===== src/rtl/elevator_scheduler.sv =====
`default_nettype none
// ============================================================================
// Module   : elevator_scheduler
// Brief    : Single-car SCAN scheduler with 4-phase stepper drive and door timer.
// Revision : 1.0  initial release
// ============================================================================
module elevator_scheduler #(
  parameter int NUM_FLOORS      = 9,
  parameter int STEP_DIV        = 240000,
  parameter int STEPS_PER_FLOOR = 4,
  parameter int DOOR_CYCLES     = 24000000
) (
  input  logic                  clk,
  input  logic                  rst,
  input  logic [NUM_FLOORS-1:0] push_btns,
  output logic [3:0]            motor_out,
  output logic [3:0]            cur_floor,
  output logic                  moving,
  output logic                  dir,
  output logic                  door_open,
  output logic [NUM_FLOORS-1:0] pending
);

  localparam int c_STEP_W  = (STEP_DIV > 1) ? $clog2(STEP_DIV) : 1;
  localparam int c_FSTEP_W = (STEPS_PER_FLOOR > 1) ? $clog2(STEPS_PER_FLOOR) : 1;
  localparam int c_DOOR_W  = (DOOR_CYCLES > 1) ? $clog2(DOOR_CYCLES) : 1;
  localparam logic [c_STEP_W-1:0]   c_STEP_LAST  = c_STEP_W'(STEP_DIV - 1);
  localparam logic [c_FSTEP_W-1:0]  c_FSTEP_LAST = c_FSTEP_W'(STEPS_PER_FLOOR - 1);
  localparam logic [c_DOOR_W-1:0]   c_DOOR_LAST  = c_DOOR_W'(DOOR_CYCLES - 1);
  localparam logic [3:0]            c_TOP        = 4'(NUM_FLOORS - 1);
  localparam logic [NUM_FLOORS-1:0] c_ONE        = NUM_FLOORS'(1);

  typedef enum logic [1:0] {
    ST_IDLE = 2'd0,
    ST_MOVE = 2'd1,
    ST_DOOR = 2'd2
  } state_t;

  state_t                r_state, w_state_nxt;
  logic [NUM_FLOORS-1:0] r_btn_hist, r_pending, w_pending_nxt;
  logic [NUM_FLOORS-1:0] w_req, w_pend_set, w_here_mask, w_arr_mask;
  logic [3:0]            r_cur_floor, w_floor_nxt, w_arr_floor;
  logic                  r_dir, w_dir_nxt;
  logic [1:0]            r_phase, w_phase_nxt;
  logic [c_STEP_W-1:0]   r_step_cnt, w_step_nxt;
  logic [c_FSTEP_W-1:0]  r_fstep_cnt, w_fstep_nxt;
  logic [c_DOOR_W-1:0]   r_door_cnt, w_door_nxt;
  logic                  w_above, w_below, w_arr_above, w_arr_below, w_here_req;

  assign w_req       = push_btns & ~r_btn_hist;
  assign w_here_mask = c_ONE << r_cur_floor;
  assign w_here_req  = |(w_req & w_here_mask);

  // A call for the car's own floor is served by the door, never queued, unless travelling.
  assign w_pend_set = (r_state == ST_MOVE) ? (r_pending | w_req)
                                           : (r_pending | (w_req & ~w_here_mask));

  always_comb begin
    w_arr_floor = r_cur_floor;
    if (r_dir && (r_cur_floor != c_TOP))
      w_arr_floor = r_cur_floor + 4'd1;
    else if (!r_dir && (r_cur_floor != 4'd0))
      w_arr_floor = r_cur_floor - 4'd1;
  end

  assign w_arr_mask = c_ONE << w_arr_floor;

  always_comb begin
    w_above     = 1'b0;
    w_below     = 1'b0;
    w_arr_above = 1'b0;
    w_arr_below = 1'b0;
    for (int i = 0; i < NUM_FLOORS; i++) begin
      if (4'(i) > r_cur_floor) w_above     = w_above     | r_pending[i];
      if (4'(i) < r_cur_floor) w_below     = w_below     | r_pending[i];
      if (4'(i) > w_arr_floor) w_arr_above = w_arr_above | w_pend_set[i];
      if (4'(i) < w_arr_floor) w_arr_below = w_arr_below | w_pend_set[i];
    end
  end

  always_comb begin
    w_state_nxt   = r_state;
    w_floor_nxt   = r_cur_floor;
    w_dir_nxt     = r_dir;
    w_phase_nxt   = r_phase;
    w_step_nxt    = r_step_cnt;
    w_fstep_nxt   = r_fstep_cnt;
    w_door_nxt    = r_door_cnt;
    w_pending_nxt = w_pend_set;
    case (r_state)
      ST_IDLE: begin
        if (w_here_req) begin
          w_state_nxt = ST_DOOR;
          w_door_nxt  = '0;
        end else if (|r_pending) begin
          if (r_cur_floor == c_TOP)
            w_dir_nxt = 1'b0;
          else if (r_cur_floor == 4'd0)
            w_dir_nxt = 1'b1;
          else if (r_dir ? !w_above : !w_below)
            w_dir_nxt = ~r_dir;
          w_state_nxt = ST_MOVE;
          w_step_nxt  = '0;
          w_fstep_nxt = '0;
        end
      end
      ST_MOVE: begin
        if (r_step_cnt == c_STEP_LAST) begin
          w_step_nxt  = '0;
          w_phase_nxt = r_dir ? (r_phase + 2'd1) : (r_phase - 2'd1);
          if (r_fstep_cnt == c_FSTEP_LAST) begin
            w_fstep_nxt = '0;
            w_floor_nxt = w_arr_floor;
            // Calls landing on the arrival edge merge into this stop.
            if (|(w_pend_set & w_arr_mask)) begin
              w_pending_nxt = w_pend_set & ~w_arr_mask;
              w_state_nxt   = ST_DOOR;
              w_door_nxt    = '0;
            end else if (!(r_dir ? w_arr_above : w_arr_below)) begin
              w_state_nxt = ST_IDLE;
            end
          end else begin
            w_fstep_nxt = r_fstep_cnt + 1'b1;
          end
        end else begin
          w_step_nxt = r_step_cnt + 1'b1;
        end
      end
      ST_DOOR: begin
        if (w_here_req) begin
          w_door_nxt = '0;
        end else if (r_door_cnt == c_DOOR_LAST) begin
          w_state_nxt = ST_IDLE;
          w_door_nxt  = '0;
        end else begin
          w_door_nxt = r_door_cnt + 1'b1;
        end
      end
      default: w_state_nxt = ST_IDLE;
    endcase
  end

  always_ff @(posedge clk or posedge rst) begin
    if (rst) begin
      r_state     <= ST_IDLE;
      r_btn_hist  <= '0;
      r_pending   <= '0;
      r_cur_floor <= 4'd0;
      r_dir       <= 1'b1;
      r_phase     <= 2'd0;
      r_step_cnt  <= '0;
      r_fstep_cnt <= '0;
      r_door_cnt  <= '0;
    end else begin
      r_state     <= w_state_nxt;
      r_btn_hist  <= push_btns;
      r_pending   <= w_pending_nxt;
      r_cur_floor <= w_floor_nxt;
      r_dir       <= w_dir_nxt;
      r_phase     <= w_phase_nxt;
      r_step_cnt  <= w_step_nxt;
      r_fstep_cnt <= w_fstep_nxt;
      r_door_cnt  <= w_door_nxt;
    end
  end

  // Coils de-energise whenever the car is not travelling, including during reset.
  always_comb begin
    motor_out = 4'b0000;
    if (r_state == ST_MOVE) begin
      case (r_phase)
        2'd0:    motor_out = 4'b1001;
        2'd1:    motor_out = 4'b1010;
        2'd2:    motor_out = 4'b0110;
        default: motor_out = 4'b0101;
      endcase
    end
  end

  assign cur_floor = r_cur_floor;
  assign moving    = (r_state == ST_MOVE);
  assign door_open = (r_state == ST_DOOR);
  assign dir       = r_dir;
  assign pending   = r_pending;

endmodule
`default_nettype wire


===== config.mk =====
export PLATFORM = sky130hd
export DESIGN_NAME = elevator_scheduler
export DESIGN_NICKNAME = d
export VERILOG_FILES = /design/src/rtl/elevator_scheduler.sv
export SDC_FILE = /design/constraint.sdc
export NUM_CORES = 1
export LEC_CHECK = 0
export BUFFER_PORTS_ARGS = -buffer_cell sky130_fd_sc_hd__buf_4
export CORE_MARGIN = 2
export CORE_UTILIZATION = 60
export CTS_CLUSTER_DIAMETER = 80
export DETAILED_ROUTE_END_ITERATION = 8
export GPL_TIMING_DRIVEN = 0
export PLACE_DENSITY = 0.88
export SLEW_MARGIN = 10
export SYNTH_ARGS = -nofsm -noshare
export SYNTH_HDL_FRONTEND = slang
export SYNTH_SLANG_ARGS = --single-unit

===== constraint.sdc =====
create_clock -name clk -period 7.1 [get_ports clk]
set_input_delay 1.065 -clock clk [delete_from_list [all_inputs] [get_ports clk]]
set_output_delay 1.065 -clock clk [all_outputs]
set_load 0.02 [all_outputs]

Yosys cells after proc, flatten, opt, wreduce, memory -nomap -nowiden
Index checks and enable logic that the tools add are counted.
{"block": "op_classes", "add_sub_neg": 7, "n_mul": 0, "div": 0, "n_lt_le_gt_ge": 36, "eq_ne": 19, "shift": 2, "n_mux": 76, "n_bitwise": 44, "n_reduce_logical": 22}
{"operator": "$mux W25", "n": 6}
{"operator": "$pmux W25 S3", "n": 1}
{"operator": "$mux W18", "n": 3}
{"operator": "$and A9 B9 Y9", "n": 5}
{"operator": "$mux W9", "n": 5}
{"operator": "$mux W1", "n": 41}
{"operator": "$pmux W18 S2", "n": 1}
{"operator": "$gt A3 B4 Y1 const A", "n": 8}
{"operator": "$lt A3 B4 Y1 const A", "n": 8}
{"operator": "$or A1 B1 Y1", "n": 32}
{"operator": "$not A9 Y9", "n": 3}
{"operator": "$reduce_or A9 Y1", "n": 3}
{"operator": "$mux W2", "n": 13}
{"operator": "$add A25 B1 Y25 const B", "n": 1}
{"operator": "$eq A25 B25 Y1 const B", "n": 1}
{"operator": "$add A18 B1 Y18 const B", "n": 1}
{"operator": "$eq A18 B18 Y1 const B", "n": 1}
{"operator": "$or A9 B9 Y9", "n": 2}
{"operator": "$shl A1 B4 Y9 const A", "n": 2}
{"operator": "$gt A1 B4 Y1 const A", "n": 4}
{"operator": "$gt A2 B4 Y1 const A", "n": 4}
{"operator": "$lt A1 B4 Y1 const A", "n": 4}
{"operator": "$lt A2 B4 Y1 const A", "n": 4}
{"operator": "$mux W4", "n": 3}
{"operator": "other kinds (29)", "n": 50}
{"block": "word_totals", "register_bits": 72, "latch_bits": 0, "ramBits": 0, "romBits": 0, "in_bits": 11, "out_inout_bits": 20, "wordCells": 215, "memories": 0}

Logic depth before layout (Yosys ltp)
{"block": "depth", "word_depth": 28, "depth_mapped": 11, "depth_no_buf": 9}

Worst setup path before layout
Ideal clock, no wire load.
{"block": "synth_timing", "kind": "register to register", "start": "register r_cur_floor[0], in the netlist cur_floor[0]", "end": "register r_pending[4], in the netlist pending[4]", "setup_ps": 138, "arrival_ps": 2790, "path_slack_ps": 4172, "path_stages_with_launch": 11, "synth_period_minus_slack_ps": 2928, "cell_sequence": "dfrtp_1 inv_1 ha_1 ha_1 o32a_1 buf_2 nor2_1 a32oi_1 a41oi_4 buf_4 a31oi_1"}
{"block": "synth_via", "elab_chain_len": 11}
{"element": "from (decl)", "line_no": "42", "source": "logic [3:0] r_cur_floor, w_floor_nxt, w_arr_floor;"}
{"element": "from (signal assigned)", "line_no": "158", "source": "r_cur_floor <= w_floor_nxt;"}
{"element": "parallel branches: the longest is 10 deep, another holds $sub A4 B1 Y4"}
{"element": "$mux W9 (*)", "line_no": "90", "source": "case (r_state)"}
{"element": "via w_pending_nxt[4]", "line_no": "40", "source": "logic [NUM_FLOORS-1:0] r_btn_hist, r_pending, w_pending_nxt;"}
{"element": "to (signal assigned)", "line_no": "157", "source": "r_pending <= w_pending_nxt;"}
{"element": "to (decl)", "line_no": "40"}
Mark *: on every way through the listed nets, which the timed path passes.
A chain may end at the register's enable or synchronous reset.

Worst setup path in the final report
{"block": "layout_timing", "start": "register r_cur_floor[0], in the netlist cur_floor[0]", "end": "register r_pending[2], in the netlist pending[2]"}
Same word-level chain as after synthesis.

==> results.cfg <==
[status]
outcome = complete, no violations

[min_path]
whs_endpoint = r_door_cnt[18]
hp-class = reg -> reg
hold_path_depth = 1
min_from = r_door_cnt[18]

[setup_path]
worst-r2r-setup-slack_ns = 3.45
critPathMaxFanout = 11
crit_type = reg -> reg
end_kind = flop
worst_r2r_path_depth = 10
r2r-start = cur_floor[0]
required_ns = 7.30
start_kind = flop
critical_path_arrival_ns = 3.85
rr_endpoint = pending[2]

[layout]
drive_gt1_share_pct = 11.5
final_core_util_pct = 68.4
area.growth.synth_to_final_pct = 12.0
finalNetCount = 610
diodes = 0
final_cell_count_no_fill = 691

[global_routing]
overflow = 0
grt_max_degree = 49
antenna_found_initial = 0
grt_pass1_wl_mm = 21.1
grt_pass1_vias = 4384
track_usage_pct = 31.1

[clock_tree]
clk_pin_slew_worst_paths_ns = 0.08
clockRootBuffer = clkbuf_8
cts_tree = yes
cts_buffer_depth = 2
htreeDepth = 3
ctsHoldBuffers = 0
clk-insertion-delay-late_ns = 0.36
post_cts_buffers = 0
post_cts_resized = 0
cts_made_buffers = 9
cts_sinks = 72

[pwr]
peakVddDrop_mv = 0.0726
p_leak_nw = 2.11
p_per_area_mw_per_mm2 = 150
finalPower_mw = 0.781

[die]
chipWidth_um = 92.0
die_area_mm2 = 0.00847
core-area_mm2 = 0.00761
die_h_um = 92.0
pin_count = 31
initial_core_util_pct = 61.1
std_cell_rows = 32

[placement]
dp_slack_ns = 3.56
gp_congestion = 0.943
port_buffers = 30
post-place-cells = 675
dp_hpwl_mm = 8.91

[detailed_routing]
drc = 0
routedWlPerCell_um = 18.3
postRouteAntennaNets = 0
num_vias = 4595
via_per_inst = 6.65
drtPass1Iterations = 5
wl_mm = 12.6
drt-initial-drc-count = 326

[sta]
finalHoldViolCount = 0
timing.setup.tns_ns = 0
slew_headroom_pct = 53.3
finalCritPeriodShare_pct = 51.5
drv_slew = 0
setup_slack_ns = 3.45
max_freq_mhz = 274
setup_viol = 0
finalCriticalPeriod_ns = 3.65
worst_pin_slew_ns = 0.696
clock_skew_ns = 0.0147
rsz0062_at_grt = false

[synth]
synth-edff-count = 0
synth.area.top_cells = dfrtp_1 (38%), nor2_1 (5.2%), o21ai_0 (4.8%)
yosys_most_used_dff = dfrtp_1
synth_common_cells = dfrtp_1 (71), nor2_1 (64), o21ai_0 (45)
avgSynthCellArea_um2 = 8.58
synth_nets = 568
synthCells = 542
synth_warnings = 0
synth.largest_area_cell = dfrtp_1
syn-cell-area_mm2 = 0.00465
ys_types = 69
yosysMostFrequentCell = dfrtp_1
synth_top_cell_area_share_pct = 38.2
synth.ff_latch_count = 72
synth_seq_area_share_pct = 38.8
synthArstFlopShare_pct = 100

[flow_run]
cap_violations = 0
## metal layers
metal,part of all wire (%),vias to the layer above,track usage [%]
li1,-,2099,-
met1,41,2207,40.9
met2,49,259,51.0
met3,7.5,30,5.34
met4,2.7,0,12.8
met5,0,-,0
## sequential cells by signal (all words and copies together) (netlist names)
name         count
r_door_cnt      25
r_fstep_cnt      2
r_state          2
r_step_cnt      18
pending          9
dir              1
cur_floor        4
r_phase          2
r_btn_hist       9
## worst max-delay path by stage
stage	startpoint	cells past startpoint	to
final	cur_floor[0]	10	pending[2]
after global routing	cur_floor[0]	10	r_door_cnt[8]
after CTS	cur_floor[0]	10	r_door_cnt[14]
after detailed placement	cur_floor[0]	10	r_door_cnt[14]
after global placement	rst	2	r_btn_hist[1]
after floorplan	cur_floor[0]	10	pending[4]
## worst max-delay path, cell delays in order (launching register included)
cell and delay (ns):
dfrtp_1 0.48, inv_1 0.29, ha_1 0.46, nand2b_1 0.20
a2111oi_4 0.45, nor2_2 0.19, nor4_1 0.47, a32oi_1 0.22
a41oi_4 0.37, buf_4 0.25, a31oi_1 0.11
## stage by stage
step / hold slack (ns) / instance area [µm²]
after floorplan: 0.453 / 4650
after global placement: 0.466 / 5000
after detailed placement: 0.478 / 5030
after CTS: 0.491 / 5200
after global routing: 0.526 / 5200
final: 0.495 / 5200
## cell usage in the layout (no fill, tap or decap), types with 4 or more instances in the layout
cell	synthesis	routed
clkbuf_8	0	9
o32ai_1	6	6
nor4_1	7	7
nand4_1	9	9
ha_1	15	15
and2_1	11	11
nand2_1	29	29
clkinvlp_4	0	4
or3_1	7	7
a311oi_1	6	6
a31oi_1	24	24
dfrtp_1	71	71
o22ai_1	12	12
buf_4	3	33
o31ai_1	20	20
o21ai_1	7	7
nor3_1	9	9
nor2_1	64	64
and3_1	11	11
and4_1	5	5
nand2b_1	19	19
inv_1	28	27
o21ai_0	45	45
nand3_1	18	18
xnor2_1	6	6
and3b_1	5	5
a21oi_1	23	23
nor2b_1	6	6
clkbuf_1	13	13
buf_2	6	6
## where the power goes
| part | switching, mW | internal (mW) | total (mW) |
|---|---|---|---|
| Clock | 0.171 | 0.126 | 0.296 |
| Sequential | 0.0111 | 0.421 | 0.432 |
| Combinational | 0.0314 | 0.0213 | 0.0527 |
## cell type report
type | instances | area, µm²
Tap cell | 102 | 128
Multi-Input combinational cell | 419 | 2640
Timing Repair Buffer | 31 | 253
Inverter | 28 | 108
Clock buffer | 9 | 124
Fill cell | 619 | 2400
Buffer | 23 | 105
Clock inverter | 7 | 48.8
Sequential cell | 72 | 1800
## cells by family (layout without fill, tap and decap cells)
family | after synthesis | after routing | share of synthesized area (%)
AOI/OAI and AO/OA | 175 | 175 | 25.3
xor gates and xnor gates | 9 | 9 | 1.86
adders and majority gates | 15 | 15 | 4.04
buffers and inverters | 51 | 98 | 4.52
DFF | 72 | 72 | 38.8
muxes | 1 | 1 | 0.215
and+or+nand+nor | 219 | 219 | 25.2
No activity file was read; power rests on OpenSTA's default activity.
